<file path="config.mk">
export PLATFORM = sky130hd
export DESIGN_NAME = uart_loader
export DESIGN_NICKNAME = d
export VERILOG_FILES = /design/src/rtl/uart_loader.sv
export SDC_FILE = /design/constraint.sdc
export NUM_CORES = 1
export LEC_CHECK = 0
export CORE_ASPECT_RATIO = 0.5
export CORE_UTILIZATION = 30
export CTS_CLUSTER_SIZE = 12
export DETAILED_ROUTE_END_ITERATION = 8
export PLACE_DENSITY = 0.46
export SYNTH_ARGS = -nofsm -noshare
export SYNTH_HDL_FRONTEND = slang
export SYNTH_SLANG_ARGS = --single-unit
</file>
<file path="constraint.sdc">
create_clock -name clk -period 5.15 [get_ports clk]
set_input_delay 0.515 -clock clk [delete_from_list [all_inputs] [get_ports clk]]
set_output_delay 0.515 -clock clk [all_outputs]
set_load 0.02 [all_outputs]
</file>
<file path="src/rtl/uart_loader.sv">
// rtl/uart_loader.sv - framed UART boot loader: sync/length/words/XOR checksum, one-entry write port, CPU reset hold
module uart_loader #(
    parameter logic [31:0] BASE_ADDR      = 32'h0000_0000,
    parameter int unsigned TIMEOUT_CYCLES = 1_000_000,
    parameter logic [7:0]  SYNC_BYTE      = 8'hA5
) (
    input  logic        clk,
    input  logic        rst,
    input  logic        rx_data_valid,
    input  logic [7:0]  rx_data,
    output logic        mem_we,
    output logic [31:0] mem_addr,
    output logic [31:0] mem_wdata,
    input  logic        mem_ready,
    output logic        busy,
    output logic        done,
    output logic        err,
    output logic        hold_cpu
);
    typedef enum logic [2:0] {S_IDLE, S_LEN0, S_LEN1, S_DATA, S_CSUM, S_FINISH} state_t;

    // gap_cnt holds the number of edges since the last strobe, so it reaches
    // TIMEOUT_CYCLES on the edge that raises err
    localparam logic [31:0] GAP_LAST = 32'(TIMEOUT_CYCLES - 1);

    state_t      state, state_next;
    logic [7:0]  len_lo, acc;
    logic [15:0] word_cnt, word_idx;
    logic [1:0]  byte_cnt;
    logic [23:0] shift;
    logic [31:0] gap_cnt;
    logic        sync_pending;

    logic        mem_we_d, busy_d, done_d, err_d, hold_d;
    logic [31:0] mem_addr_d, mem_wdata_d;

    logic is_sync, write_busy, start, timed_out, word_end, last_word;

    assign is_sync    = rx_data_valid && (rx_data == SYNC_BYTE);
    assign write_busy = mem_we && !mem_ready;
    assign start      = is_sync || sync_pending;
    assign timed_out  = (state inside {S_LEN0, S_LEN1, S_DATA, S_CSUM}) &&
                        !rx_data_valid && (gap_cnt == GAP_LAST);
    assign word_end   = (state == S_DATA) && rx_data_valid && (byte_cnt == 2'd3);
    assign last_word  = (word_idx == word_cnt - 16'd1);

    always_ff @(posedge clk or posedge rst) begin
        if (rst) begin
            state     <= S_IDLE;
            mem_we    <= 1'b0;
            mem_addr  <= BASE_ADDR;
            mem_wdata <= 32'd0;
            busy      <= 1'b0;
            done      <= 1'b0;
            err       <= 1'b0;
            hold_cpu  <= 1'b1;
        end else begin
            state     <= state_next;
            mem_we    <= mem_we_d;
            mem_addr  <= mem_addr_d;
            mem_wdata <= mem_wdata_d;
            busy      <= busy_d;
            done      <= done_d;
            err       <= err_d;
            hold_cpu  <= hold_d;
        end
    end

    always_comb begin
        state_next = state;
        case (state)
            S_IDLE: if (start) state_next = S_LEN0;
            S_LEN0: begin
                if (timed_out)          state_next = S_IDLE;
                else if (rx_data_valid) state_next = S_LEN1;
            end
            S_LEN1: begin
                if (timed_out) state_next = S_IDLE;
                else if (rx_data_valid)
                    state_next = ({rx_data, len_lo} != 16'd0) ? S_DATA : S_CSUM;
            end
            S_DATA: begin
                if (timed_out)       state_next = S_IDLE;
                else if (word_end) begin
                    if (write_busy)     state_next = S_IDLE;
                    else if (last_word) state_next = S_CSUM;
                end
            end
            S_CSUM: begin
                if (timed_out) state_next = S_IDLE;
                else if (rx_data_valid)
                    state_next = (rx_data == acc && write_busy) ? S_FINISH : S_IDLE;
            end
            S_FINISH: if (!write_busy) state_next = S_IDLE;
            default:  state_next = S_IDLE;
        endcase
    end

    always_comb begin
        mem_we_d    = write_busy;
        mem_addr_d  = mem_addr;
        mem_wdata_d = mem_wdata;
        done_d      = 1'b0;
        err_d       = err;
        hold_d      = hold_cpu;
        busy_d      = (state_next != S_IDLE);
        if (timed_out) err_d = 1'b1;
        case (state)
            S_IDLE: if (start) begin
                err_d  = 1'b0;
                hold_d = 1'b1;
            end
            S_DATA: if (word_end) begin
                if (write_busy) begin
                    err_d = 1'b1;
                end else begin
                    mem_we_d    = 1'b1;
                    mem_addr_d  = BASE_ADDR + {14'd0, word_idx, 2'b00};
                    mem_wdata_d = {rx_data, shift};
                end
            end
            S_CSUM: if (rx_data_valid) begin
                if (rx_data != acc) begin
                    err_d = 1'b1;
                end else if (!write_busy) begin
                    done_d = 1'b1;
                    hold_d = 1'b0;
                end
            end
            S_FINISH: if (!write_busy) begin
                done_d = 1'b1;
                hold_d = 1'b0;
            end
            default: ;
        endcase
    end

    always_ff @(posedge clk or posedge rst) begin
        if (rst) begin
            len_lo       <= 8'd0;
            acc          <= 8'd0;
            word_cnt     <= 16'd0;
            word_idx     <= 16'd0;
            byte_cnt     <= 2'd0;
            shift        <= 24'd0;
            gap_cnt      <= 32'd0;
            sync_pending <= 1'b0;
        end else begin
            if (rx_data_valid)
                gap_cnt <= 32'd1;
            else if (state inside {S_LEN0, S_LEN1, S_DATA, S_CSUM})
                gap_cnt <= gap_cnt + 32'd1;
            else
                gap_cnt <= 32'd0;

            // a sync seen while the last write drains starts the next frame right after done
            sync_pending <= (state == S_FINISH) ? (sync_pending || is_sync) : 1'b0;

            case (state)
                S_IDLE: if (start) begin
                    word_idx <= 16'd0;
                    acc      <= 8'd0;
                    byte_cnt <= 2'd0;
                end
                S_LEN0: if (rx_data_valid) len_lo <= rx_data;
                S_LEN1: if (rx_data_valid) word_cnt <= {rx_data, len_lo};
                S_DATA: if (rx_data_valid) begin
                    shift    <= {rx_data, shift[23:8]};
                    acc      <= acc ^ rx_data;
                    byte_cnt <= byte_cnt + 2'd1;
                    if (byte_cnt == 2'd3) word_idx <= word_idx + 16'd1;
                end
                default: ;
            endcase
        end
    end
endmodule

</file>
# Word level (Yosys, flattened, before mapping)
# Cells that the tools add are included.
# W data, S select, Z words.
[classes] n_reduce_logical=23 bitwise=2 div=0 shift=0 n_eq_ne=16 n_mul=0 n_mux=46 magnitude_cmp=0 addsub=4
[ops] op="$mux W32" count=2
[ops] op="$mux W16" count=3
[ops] op="$mux W3" count=14
[ops] op="$add A32 B1 Y32 const B" count=1
[ops] op="$eq A32 B20 Y1 const B" count=1
[ops] op="$pmux W16 S2" count=1
[ops] op="$pmux W3 S6" count=1
[ops] op="$add A16 B1 Y16 const B" count=1
[ops] op="$eq A16 B16 Y1" count=1
[ops] op="$mux W1" count=16
[ops] op="$mux W8" count=2
[ops] op="$pmux W8 S2" count=1
[ops] op="$reduce_bool A16 Y1" count=1
[ops] op="$sub A16 B1 Y16 const B" count=1
[ops] op="$eq A8 B8 Y1" count=1
[ops] op="$eq A8 B8 Y1 const B" count=1
[ops] op="$ne A2 B2 Y1 const B" count=4
[ops] op="$ne A8 B8 Y1" count=1
[ops] op="$reduce_and A4 Y1" count=2
[ops] op="$xor A8 B8 Y8" count=1
[ops] op="$logic_and A1 B1 Y1" count=7
[ops] op="$eq A3 B2 Y1 const B" count=2
[ops] op="$eq A3 B3 Y1 const B" count=2
[ops] op="$pmux W1 S3" count=2
[ops] op="16 further kinds" count=22
[word_totals] latch_bits=0 in_bits=12 ram_bits=0 reg_bits=163 mem_bits_ro=0 out_inout_bits=69 memories=0

# Logic depth before layout (Yosys ltp)
# Gate-level depths: netlist (run 1).
[logic_depth] depth_word=8 ltp_mapped=10 ltp_nobuf=9

# Worst setup path after synthesis (run 1)
# No wires, ideal clock.
[synth_path] kind="register to register" from="register word_cnt[0]" to="register state[2]" slack_ns=2.747 n_path_buf=0 t_arrival_ns=2.311 path_stages_with_launch=9 path_cell_list="dfrtp_1 > inv_1 > ha_1 > or4b_4 > nor3_1 > xnor2_1 > o211ai_1 > or4_1 > o31ai_2"
[synth_between] elab_chain_len=7
[synth_lines] item="start: declaration" line="28" text="logic [15:0] word_cnt, word_idx;"
[synth_lines] item="start signal: assignment" line="166" text="S_LEN1: if (rx_data_valid) word_cnt <= {rx_data, len_lo};"
[synth_lines] item="$sub A16 B1 Y16" line="45" text="assign last_word = (word_idx == word_cnt - 16'd1);"
[synth_lines] item="$eq A16 B16 Y1" line="45"
[synth_lines] item="$mux W3" line="86" text="else if (last_word) state_next = S_CSUM;"
[synth_lines] item="$mux W3" line="85" text="if (write_busy) state_next = S_IDLE;"
[synth_lines] item="$mux W3" line="84" text="else if (word_end) begin"
[synth_lines] item="$mux W3" line="83" text="if (timed_out) state_next = S_IDLE;"
[synth_lines] item="$pmux W3 S6" line="71" text="case (state)"
[synth_lines] item="net state_next[2]" line="26" text="state_t state, state_next;"
[synth_lines] item="end signal: assignment" line="58" text="state <= state_next;"
[synth_lines] item="end: declaration" line="26"
# The timed path passes the listed nets, and every way through them passes these cells.
# A chain may end at the register's enable or synchronous reset.

# Final worst setup path (run 1)
[layout_path] from="input rx_data_valid" to="register state[0]"
[layout_between] elab_chain_len=5 word_cells_on_any_way=17
[layout_lines] item="start: declaration" line="9" text="input logic rx_data_valid,"
[layout_lines] item="$logic_and A1 B1 Y1 or $logic_not A1 Y1 (tied branches)" line="44, 43"
[layout_lines] item="$logic_and A1 B1 Y1 (on tied branches)" line="44, 42"
[layout_lines] item="$mux W3 or $logic_and A1 B1 Y1 (tied branches)" line="84, 43"
[layout_lines] item="$mux W3 (on tied branches)"
[layout_lines] item="$pmux W3 S6 (*)" line="71"
[layout_lines] item="net state_next[0]" line="26"
# Mark *: on every way through the listed nets, which the timed path passes. The rest lies on a longest branch.

==> metrics, run 1 <==
mapped cell area=0.007624 mm²; Non-Filler Instances=1129; fmax=338.8 MHz; Yosys top cell area share=0.5318; Post-synth EDFFs=0; Initial Utilization=0.3115; Mapped Cells=725; total power=4.196 mW; WL/cell=15.14 µm; Max Fanout on Critical Path=26; hold slack=475.9 ps; pin count of the biggest net entering global routing=98; leak pwr=4.072 nW; vias after detailed routing=5188; initial antenna violation count=0; Final Skew=6.936 ps; largest stage delay on the critical path=750 ps; hold crit path type=reg -> reg; Final TNS setup=0 ps; Hold Buf Count CTS=0; simple-gate portion of the synthesized area=0.1822; IO Pins=81; Antenna diodes=0; YS warnings=0; largest family of logic cells by synthesized area=simple AND/OR/NAND/NOR gates; Tcrit/Tclk final=0.5732; post-cts gate resize count=0; share of cells above drive strength 1=0.1349; clk slew on worst S/H paths=60 ps; clk sinks=163; largest cells by area after synthesis=dfrtp_1 (53%), mux2_2 (9.0%), nand2_1 (5.3%); async set-reset flop share out of synthesis=1.000; Die ar.=0.02609 mm²; CTS tree=yes; Nets=797; RSZ-0062 raised after global routing=false; die width=227.4 µm; Final ANT Viol Nets=0; Post CTS Setup Buffer Count=0; die height=114.7 µm; max cap viols=0; Starting DRT DRC Count=202; Rel. slew slack=0.2101; post-DP HPWL=11660 µm; GR Overflow Total=0; post-synth cell types=56; CP Capture Type=flop; average cell area after synthesis=10.52 µm²; Post-Route WL=17090 µm; H-tree depth=4; Post-Synth Adder-Cell Area=0.006565; worst path cell trace=clkdlybuf4s50_1, and4b_1, buf_4, nand2_1, a2111oi_0, and3_1, nand4_1, o41ai_1, o311ai_1; number of CTS-inserted buffers=17; cell taking the most area after synthesis=dfrtp_1; vias in the first global route=5280; Slew Limit Fails=0; Pre-antenna DRT Iters=4; crit path time final=2952 ps; mux contribution to synthesized area=0.1085; Synth Flop Type=dfrtp_1; critical path class=in -> reg; most common cell in the netlist=dfrtp_1; first-pass GRT wire length=28410 µm; P&R area growth vs syn=20.01%; WP data arrival=3230 ps; final hold violations=0; Synth Register Bits=163; nature of the critical path startpoint=input port; slowest library cell on the worst path=clkdlybuf4s50_1; Synth Area in Compound Gates=0.04497; Core Box Area=0.02447 mm²; CP required=5430 ps; fin util=0.3738; final setup vio count=0; DRC Markers=0; IO Port Bufs=64; Vias/cell=4.595; Root Driver=clkbuf_16; total track usage=0.1412; clock insertion delay at the later pin of the skew report=430 ps; status=finished clean; Peak VDD IR=226.0 µV; power per cell area=458.7 mW/mm²; post-synthesis sequential area ratio=0.5352; worst slew pin tran=1185 ps; placer congestion estimate=0.7935; XOR/XNOR Fraction of Synth Area=0.08272; num rows=40; Post-synth top cells=dfrtp_1 (162), nand2_1 (108), nor2_1 (80), mux2_2 (61), xnor2_1 (37); clk buf depth=2; placed cell count=1098
per-layer routing:
metal  GRT usage  up-vias  wire (µm)
li1            -     2548          -
met1      0.1971     2569       8907
met2      0.2159       57       7583
met3     0.03028       14        368
met4     0.05145        0        232
met5           0        -          0
cell usage in the layout (no fill, tap or decap), types with 16 or more instances in the layout:
cell	instances
and3_1	17
clkbuf_16	17
clkdlybuf4s50_1	64
conb_1	16
dfrtp_1	162
mux2_2	61
nand2_1	107
nand3_1	29
nor2_1	80
xnor2_1	37
xor2_1	35
report_power, final:
part,internal (mW),switching [mW],leakage (nW)
clock network,0.799,0.518,0.285
registers,1.56,0.274,2.17
logic,0.493,0.548,1.62
total,2.86,1.34,4.07
area by class of cell:
| class | count | area, µm² |
|---|---|---|
| Multi-Input combinational cell | 518 | 3308 |
| Timing Repair Buffer | 71 | 693.2 |
| Tap cell | 336 | 420.4 |
| Clock buffer | 23 | 478.0 |
| Clock inverter | 8 | 126.4 |
| Inverter | 10 | 42.54 |
| Sequential cell | 163 | 4080 |
| Fill cell | 2426 | 15320 |
final timing paths:
path	depth (start not counted)	to	slack (ps)	start
hold / removal	2	shift[3]	480	shift[3]
min in group asynchronous	2	mem_wdata[16]	660	rst
setup reg to reg	7	busy	2240	state[1]
hold reg to reg	2	shift[3]	480	shift[3]
max in group asynchronous	3	word_cnt[2]	3500	rst
setup / recovery	9	state[0]	2200	rx_data_valid
through the flow:
stage / setup slack, ps / cell area (µm²)
2_1_floorplan: 231.7 / 7680
3_3_place_gp: 1813 / 8544
3_5_place_dp: 1775 / 8544
4_1_cts: 2191 / 9149
5_1_grt: 1907 / 9149
6_report: 2198 / 9149
cells by family after synthesis:
| logic type | count (synthesis) |
|---|---|
| AO/OA/AOI/OAI | 55 |
| XOR/XNOR | 72 |
| adder cells (fa/ha/maj) | 4 |
| buffers and inverters | 59 |
| flip-flops | 163 |
| multiplexers | 74 |
| other | 1 |
| AND/OR/NAND/NOR | 297 |
sequential cells by signal (all words and copies together), names as in the netlist, 2 cells and up:
signal,flops
gap_cnt,32
mem_wdata,32
shift,24
mem_addr,16
word_cnt,16
word_idx,16
acc,8
len_lo,8
state,3
byte_cnt,2
worst max-delay path, delay by kind of cell:
family | cells | cell delay (ps)
compound gates | 3 | 900
buf+inv | 2 | 1050
simple gates | 4 | 770
Power figures use the tool's default switching activity.
==> inputs of run 2 (changes only) <==
--- a/config.mk
+++ b/config.mk
@@ -9,7 +9,7 @@
 export CORE_UTILIZATION = 30
 export CTS_CLUSTER_SIZE = 12
 export DETAILED_ROUTE_END_ITERATION = 8
-export PLACE_DENSITY = 0.46
+export PLACE_DENSITY = 0.45
 export SYNTH_ARGS = -nofsm -noshare
 export SYNTH_HDL_FRONTEND = slang
 export SYNTH_SLANG_ARGS = --single-unit
==> constraint.sdc (replaced) <==
create_clock -name clk -period 2.9 [get_ports clk]
set_input_delay 0.29 -clock clk [delete_from_list [all_inputs] [get_ports clk]]
set_output_delay 0.29 -clock clk [all_outputs]
set_load 0.02 [all_outputs]
==> metrics, run 2 (synthesis gave the netlist of run 1 again) <==
Crit path max-delay family=simple AND/OR/NAND/NOR gates (was buffers and inverters); Core Box Area=0.02447 mm² (unchanged); slowest library cell on the worst path=or4b_4 (was clkdlybuf4s50_1); launch point of the worst path=word_cnt[0] (was rx_data_valid); Die ar.=0.02609 mm² (unchanged); clk slew on worst S/H paths=60 ps (about the same); post-cts gate resize count=0 (unchanged); Final ANT Viol Nets=0 (unchanged); hold crit path type=in -> async (was reg -> reg); Filler cells=2443 (was 2426); num rows=40 (unchanged); vias after detailed routing=5295 (was 5188); total track usage=0.1453 (was 0.1412); Max Used Layer=met4 (unchanged); flop2flop setup slack=270 ps (was 2240 ps); Placed Instance Area=0.008716 mm² (was 0.008544 mm²); largest stage delay on the critical path=550 ps (was 750 ps); final setup vio count=0 (unchanged); CTS tree=yes (unchanged); crit path time final=2628 ps; P&R area growth vs syn=21.66% (was 20.01%); Final Skew=7.269 ps (was 6.936 ps); Top Registers=gap_cnt (32), mem_wdata (32), shift (24) (unchanged); die height=114.7 µm (unchanged); DR WL met3=474 µm (was 368 µm); Initial Utilization=0.3115 (unchanged); DRC Markers=0 (unchanged); Peak VDD IR=427.4 µV (was 226.0 µV); clk sinks=163 (unchanged); commonest non-fill, non-tap cell in the layout=dfrtp_1 (unchanged); clk buf depth=2 (unchanged); first-pass GRT wire length=28900 µm (was 28410 µm); status=finished clean (unchanged); number of CTS-inserted buffers=17 (unchanged); R2R Path Start=word_cnt[0] (was state[1]); RSZ-0062 raised after global routing=false (unchanged); commonest non-fill, non-tap cells in the layout=dfrtp_1 (162), nand2_1 (107), nor2_1 (80), clkdlybuf4s50_1 (64), mux2_2 (61) (unchanged); Post CTS Setup Buffer Count=0 (unchanged); Antenna diodes=0 (unchanged); WL met2=7626 µm (was 7583 µm); nature of the critical path startpoint=flop (was input port); Root Driver=clkbuf_16 (unchanged); final hold violations=0 (unchanged); worst path cell trace=inv_1, ha_1, or4b_4, nor3_1, xnor2_1, o211ai_1, o41ai_1, o311ai_1 (was clkdlybuf4s50_1, and4b_1, buf_4, nand2_1, a2111oi_0, and3_1, nand4_1, o41ai_1, o311ai_1); vias in the first global route=5275 (was 5280); share of cells above drive strength 1=0.1539 (was 0.1349); clock insertion delay at the later pin of the skew report=430 ps (about the same); placer congestion estimate=0.8034 (was 0.7935); initial antenna violation count=0 (unchanged); Starting DRT DRC Count=250 (was 202); Metal-1 WL=9183 µm (was 8907 µm); fmax=380.5 MHz; Final TNS setup=0 ps (unchanged); IO Pins=81 (unchanged); CP Buf/Inv Count=1 (was 2); Rel. slew slack=0.5087 (was 0.2101); GR Overflow Total=0 (unchanged); Max Fanout on Critical Path=6 (was 26); WL/cell=15.29 µm (was 15.14 µm); CP required=3180 ps (was 5430 ps); Slew Limit Fails=0 (unchanged); critical path class=reg -> reg (was in -> reg); Vias/cell=4.612 (was 4.595); Pre-antenna DRT Iters=4 (unchanged); IO Port Bufs=64 (unchanged); pin count of the biggest net entering global routing=84 (was 98); Post-Route WL=17550 µm (was 17090 µm); max cap viols=0 (unchanged); post-DP HPWL=12290 µm (was 11660 µm); leak pwr=4.145 nW (was 4.072 nW); Tcrit/Tclk final=0.9062; worst slew pin tran=734.3 ps (was 1185 ps); fin area=0.009275 mm² (was 0.009149 mm²); Hold Buf Count CTS=0 (unchanged); power per cell area=787.3 mW/mm² (was 458.7 mW/mm²); WP data arrival=2900 ps (was 3230 ps); CP Capture Type=flop (unchanged); die width=227.4 µm (unchanged); H-tree depth=4 (unchanged); Nets=815 (was 797)
## run 2: cell count changes in the layout (fill, tap and decap cells not counted), sizes merged
cell,delta
clkinvlp,+3
clkbuf,+1
bufinv,-2
buf,+18
inv,-1
## run 2: final cells by class
type | instances | area, µm² | area share
Sequential cell | 163 | 4080 | 0.4399
Timing Repair Buffer | 89 | 865.8 | 0.09335
Multi-Input combinational cell | 518 | 3308 | 0.3567
Clock inverter | 8 | 77.57 | 0.008364
Clock buffer | 24 | 481.7 | 0.05194
Tap cell | 336 | 420.4 | 0.04533
Inverter | 10 | 41.29 | 0.004452
## run 2: worst paths after layout
kind	endpoint	depth (start not counted)
setup / recovery	state[0]	8
hold / removal	mem_wdata[8]	2
setup reg to reg	state[0]	8
hold reg to reg	shift[6]	2
max in group asynchronous	word_cnt[6]	3
min in group clk	shift[6]	2
## run 2: power by group
part           internal (mW)  switching [mW]  leakage, nW
registers               2.78           0.472         2.17
clock network           1.25           0.897        0.258
logic                  0.914           0.995         1.72
total                   4.94            2.36         4.14
## run 2: metrics by stage
| stage | setup WS [ps] | hold WS, ps | power [mW] | util | std cells |
|---|---|---|---|---|---|
| 2_1_floorplan | 497.0 | 408.4 | 4.564 | - | 740 |
| 3_3_place_gp | 382.0 | 466.0 | 5.208 | 0.3561 | 1116 |
| 3_5_place_dp | 304.5 | 469.7 | 5.222 | 0.3561 | 1116 |
| 4_1_cts | 289.0 | 242.2 | 7.422 | 0.3790 | 1148 |
| 5_1_grt | 13.94 | 258.9 | 7.807 | 0.3790 | 1148 |
| 6_report | 272.1 | 238.5 | 7.302 | 0.3790 | 1148 |
## run 2: per-layer routing
metal,vias to the layer above,GRT usage
li1,2581,-
met1,2615,0.2062
met2,78,0.2152
met3,21,0.03746
met4,0,0.04832
met5,-,0
==> inputs of run 3 (changes only) <==
--- a/config.mk
+++ b/config.mk
@@ -5,7 +5,9 @@
 export SDC_FILE = /design/constraint.sdc
 export NUM_CORES = 1
 export LEC_CHECK = 0
+export ABC_AREA = 0
 export CORE_ASPECT_RATIO = 0.5
+export CORE_MARGIN = 2
 export CORE_UTILIZATION = 30
 export CTS_CLUSTER_SIZE = 12
 export DETAILED_ROUTE_END_ITERATION = 8
==> metrics, run 3 (synthesis gave the netlist of run 1 again) <==
status=finished clean (unchanged); slowest library cell on the worst path=or4b_4 (unchanged); Crit path max-delay family=simple AND/OR/NAND/NOR gates (unchanged); clk buf depth=2 (unchanged); multi-input logic area=0.003308 mm² (unchanged); die height=116.7 µm (was 114.7 µm); share of cells above drive strength 1=0.1556 (was 0.1539); Filler cells=2441 (was 2443); nature of the critical path startpoint=flop (unchanged); CP Buf/Inv Count=1 (unchanged); Final Skew=8.994 ps (was 7.269 ps); Peak VDD IR=373.1 µV (was 427.4 µV); final hold violations=0 (unchanged); leak pwr=4.172 nW (was 4.145 nW); number of CTS-inserted buffers=17 (unchanged); worst slew pin tran=726.9 ps (was 734.3 ps); Final ANT Viol Nets=0 (unchanged); Top Registers=gap_cnt (32), mem_wdata (32), shift (24) (unchanged); RSZ-0062 raised after global routing=false (unchanged); WP data arrival=2860 ps (was 2900 ps); Post CTS Setup Buffer Count=0 (unchanged); IO Port Bufs=64 (unchanged); Die ar.=0.02678 mm² (was 0.02609 mm²); CP required=3180 ps (about the same); Post-Route WL=17420 µm (was 17550 µm); CP Capture Type=flop (unchanged); Rel. slew slack=0.5136 (was 0.5087); Slew Limit Fails=0 (unchanged); vias after detailed routing=5292 (was 5295); worst path cell trace=inv_1, ha_1, or4b_4, nor3_1, xnor2_1, o211ai_1, o41ai_1, o311ai_1 (unchanged); critical path class=reg -> reg (unchanged); commonest non-fill, non-tap cell in the layout=dfrtp_1 (unchanged); Starting DRT DRC Count=287 (was 250); post-DP HPWL=12100 µm (was 12290 µm); Nets=813 (was 815); total track usage=0.1365 (was 0.1453); num rows=41 (was 40); crit path time final=2583 ps (was 2628 ps); Vias/cell=4.586 (was 4.612); WL/cell=15.09 µm (was 15.29 µm); clk slew on worst S/H paths=60 ps (about the same); placer congestion estimate=0.8078 (was 0.8034); Final TNS setup=0 ps (unchanged); GR Overflow Total=0 (unchanged); DRC Markers=0 (unchanged); power per cell area=814.4 mW/mm² (was 787.3 mW/mm²); IO Pins=81 (unchanged); Core Box Area=0.02509 mm² (was 0.02447 mm²); largest stage delay on the critical path=550 ps (about the same); pin count of the biggest net entering global routing=84 (unchanged); P&R area growth vs syn=22.58% (was 21.66%); H-tree depth=4 (unchanged); commonest non-fill, non-tap cells in the layout=dfrtp_1 (162), nand2_1 (107), nor2_1 (80), clkdlybuf4s50_1 (64), mux2_2 (61) (unchanged); flop2flop setup slack=320 ps (was 270 ps); final setup vio count=0 (unchanged); clk sinks=163 (unchanged); Hold Buf Count CTS=0 (unchanged); CTS tree=yes (unchanged); Pre-antenna DRT Iters=4 (unchanged); post-cts gate resize count=0 (unchanged); vias in the first global route=5257 (was 5275); Initial Utilization=0.3039 (was 0.3115); Antenna diodes=0 (unchanged); first-pass GRT wire length=28670 µm (was 28900 µm); clock insertion delay at the later pin of the skew report=430 ps (about the same); register area=0.004080 mm² (unchanged); fmax=387.2 MHz (was 380.5 MHz); die width=229.4 µm (was 227.4 µm); total power=7.610 mW (was 7.302 mW); initial antenna violation count=0 (unchanged); Max Fanout on Critical Path=6 (unchanged); max cap viols=0 (unchanged); Tcrit/Tclk final=0.8905 (was 0.9062); hold crit path type=in -> async (unchanged); Root Driver=clkbuf_16 (unchanged)
[run 3: cell types whose count changed in the layout (fill, tap and decap cells not counted)]
cell / before / now
bufinv_16: 1 / 4
clkbuf_1: 4 / 1
clkinv_4: 0 / 3
clkinv_2: 2 / 0
buf_12: 3 / 2
buf_4: 22 / 21
clkinvlp_4: 6 / 5
[run 3: layer usage]
metal | share of wire | wire length (µm) | GRT usage
met5 | 0 | 0 | 0
met4 | 0.011 | 192 | 0.03939
met3 | 0.028 | 480 | 0.03320
met2 | 0.45 | 7903 | 0.2131
met1 | 0.51 | 8839 | 0.1894
[run 3: area by class of cell]
cell class / count / share of cell area
Clock inverter: 11 / 0.01888
Timing Repair Buffer: 87 / 0.08970
Clock buffer: 21 / 0.05034
Sequential cell: 163 / 0.4366
Multi-Input combinational cell: 518 / 0.3540
Inverter: 10 / 0.004418
Tap cell: 344 / 0.04606
[run 3: final timing paths]
check                            start             to  cells after the start
max                        word_cnt[0]       state[0]                      8
min                                rst  mem_wdata[15]                      3
max reg2reg                word_cnt[0]       state[0]                      8
min reg2reg                   shift[1]       shift[1]                      2
max in group asynchronous          rst       hold_cpu                      3
min in group clk              shift[1]       shift[1]                      2
[run 3: through the flow]
| stage | setup slack, ps | cell area, µm² | hold slack, ps | util | instances |
|---|---|---|---|---|---|
| floorplan | 497.0 | 7684 | 408.4 | - | 740 |
| global placement | 361.2 | 8698 | 459.1 | 0.3468 | 1122 |
| detailed placement | 324.2 | 8698 | 463.3 | 0.3468 | 1122 |
| CTS | 314.0 | 9345 | 392.0 | 0.3725 | 1154 |
| global route | 104.9 | 9345 | 395.6 | 0.3725 | 1154 |
| finish | 317.5 | 9345 | 358.0 | 0.3725 | 1154 |
[run 3: tightest hold or removal path: cells and delay by family]
kind	cells	cell delay [ps]
buffers and inverters	3	920
[run 3: where the power goes]
part           leakage, nW  total [mW]  switching (mW)  internal [mW]
Combinational         1.70        1.87           0.975          0.898
Clock                0.302        2.47           0.952           1.52
Sequential            2.17        3.27           0.494           2.78
Total                 4.17        7.61            2.42           5.19
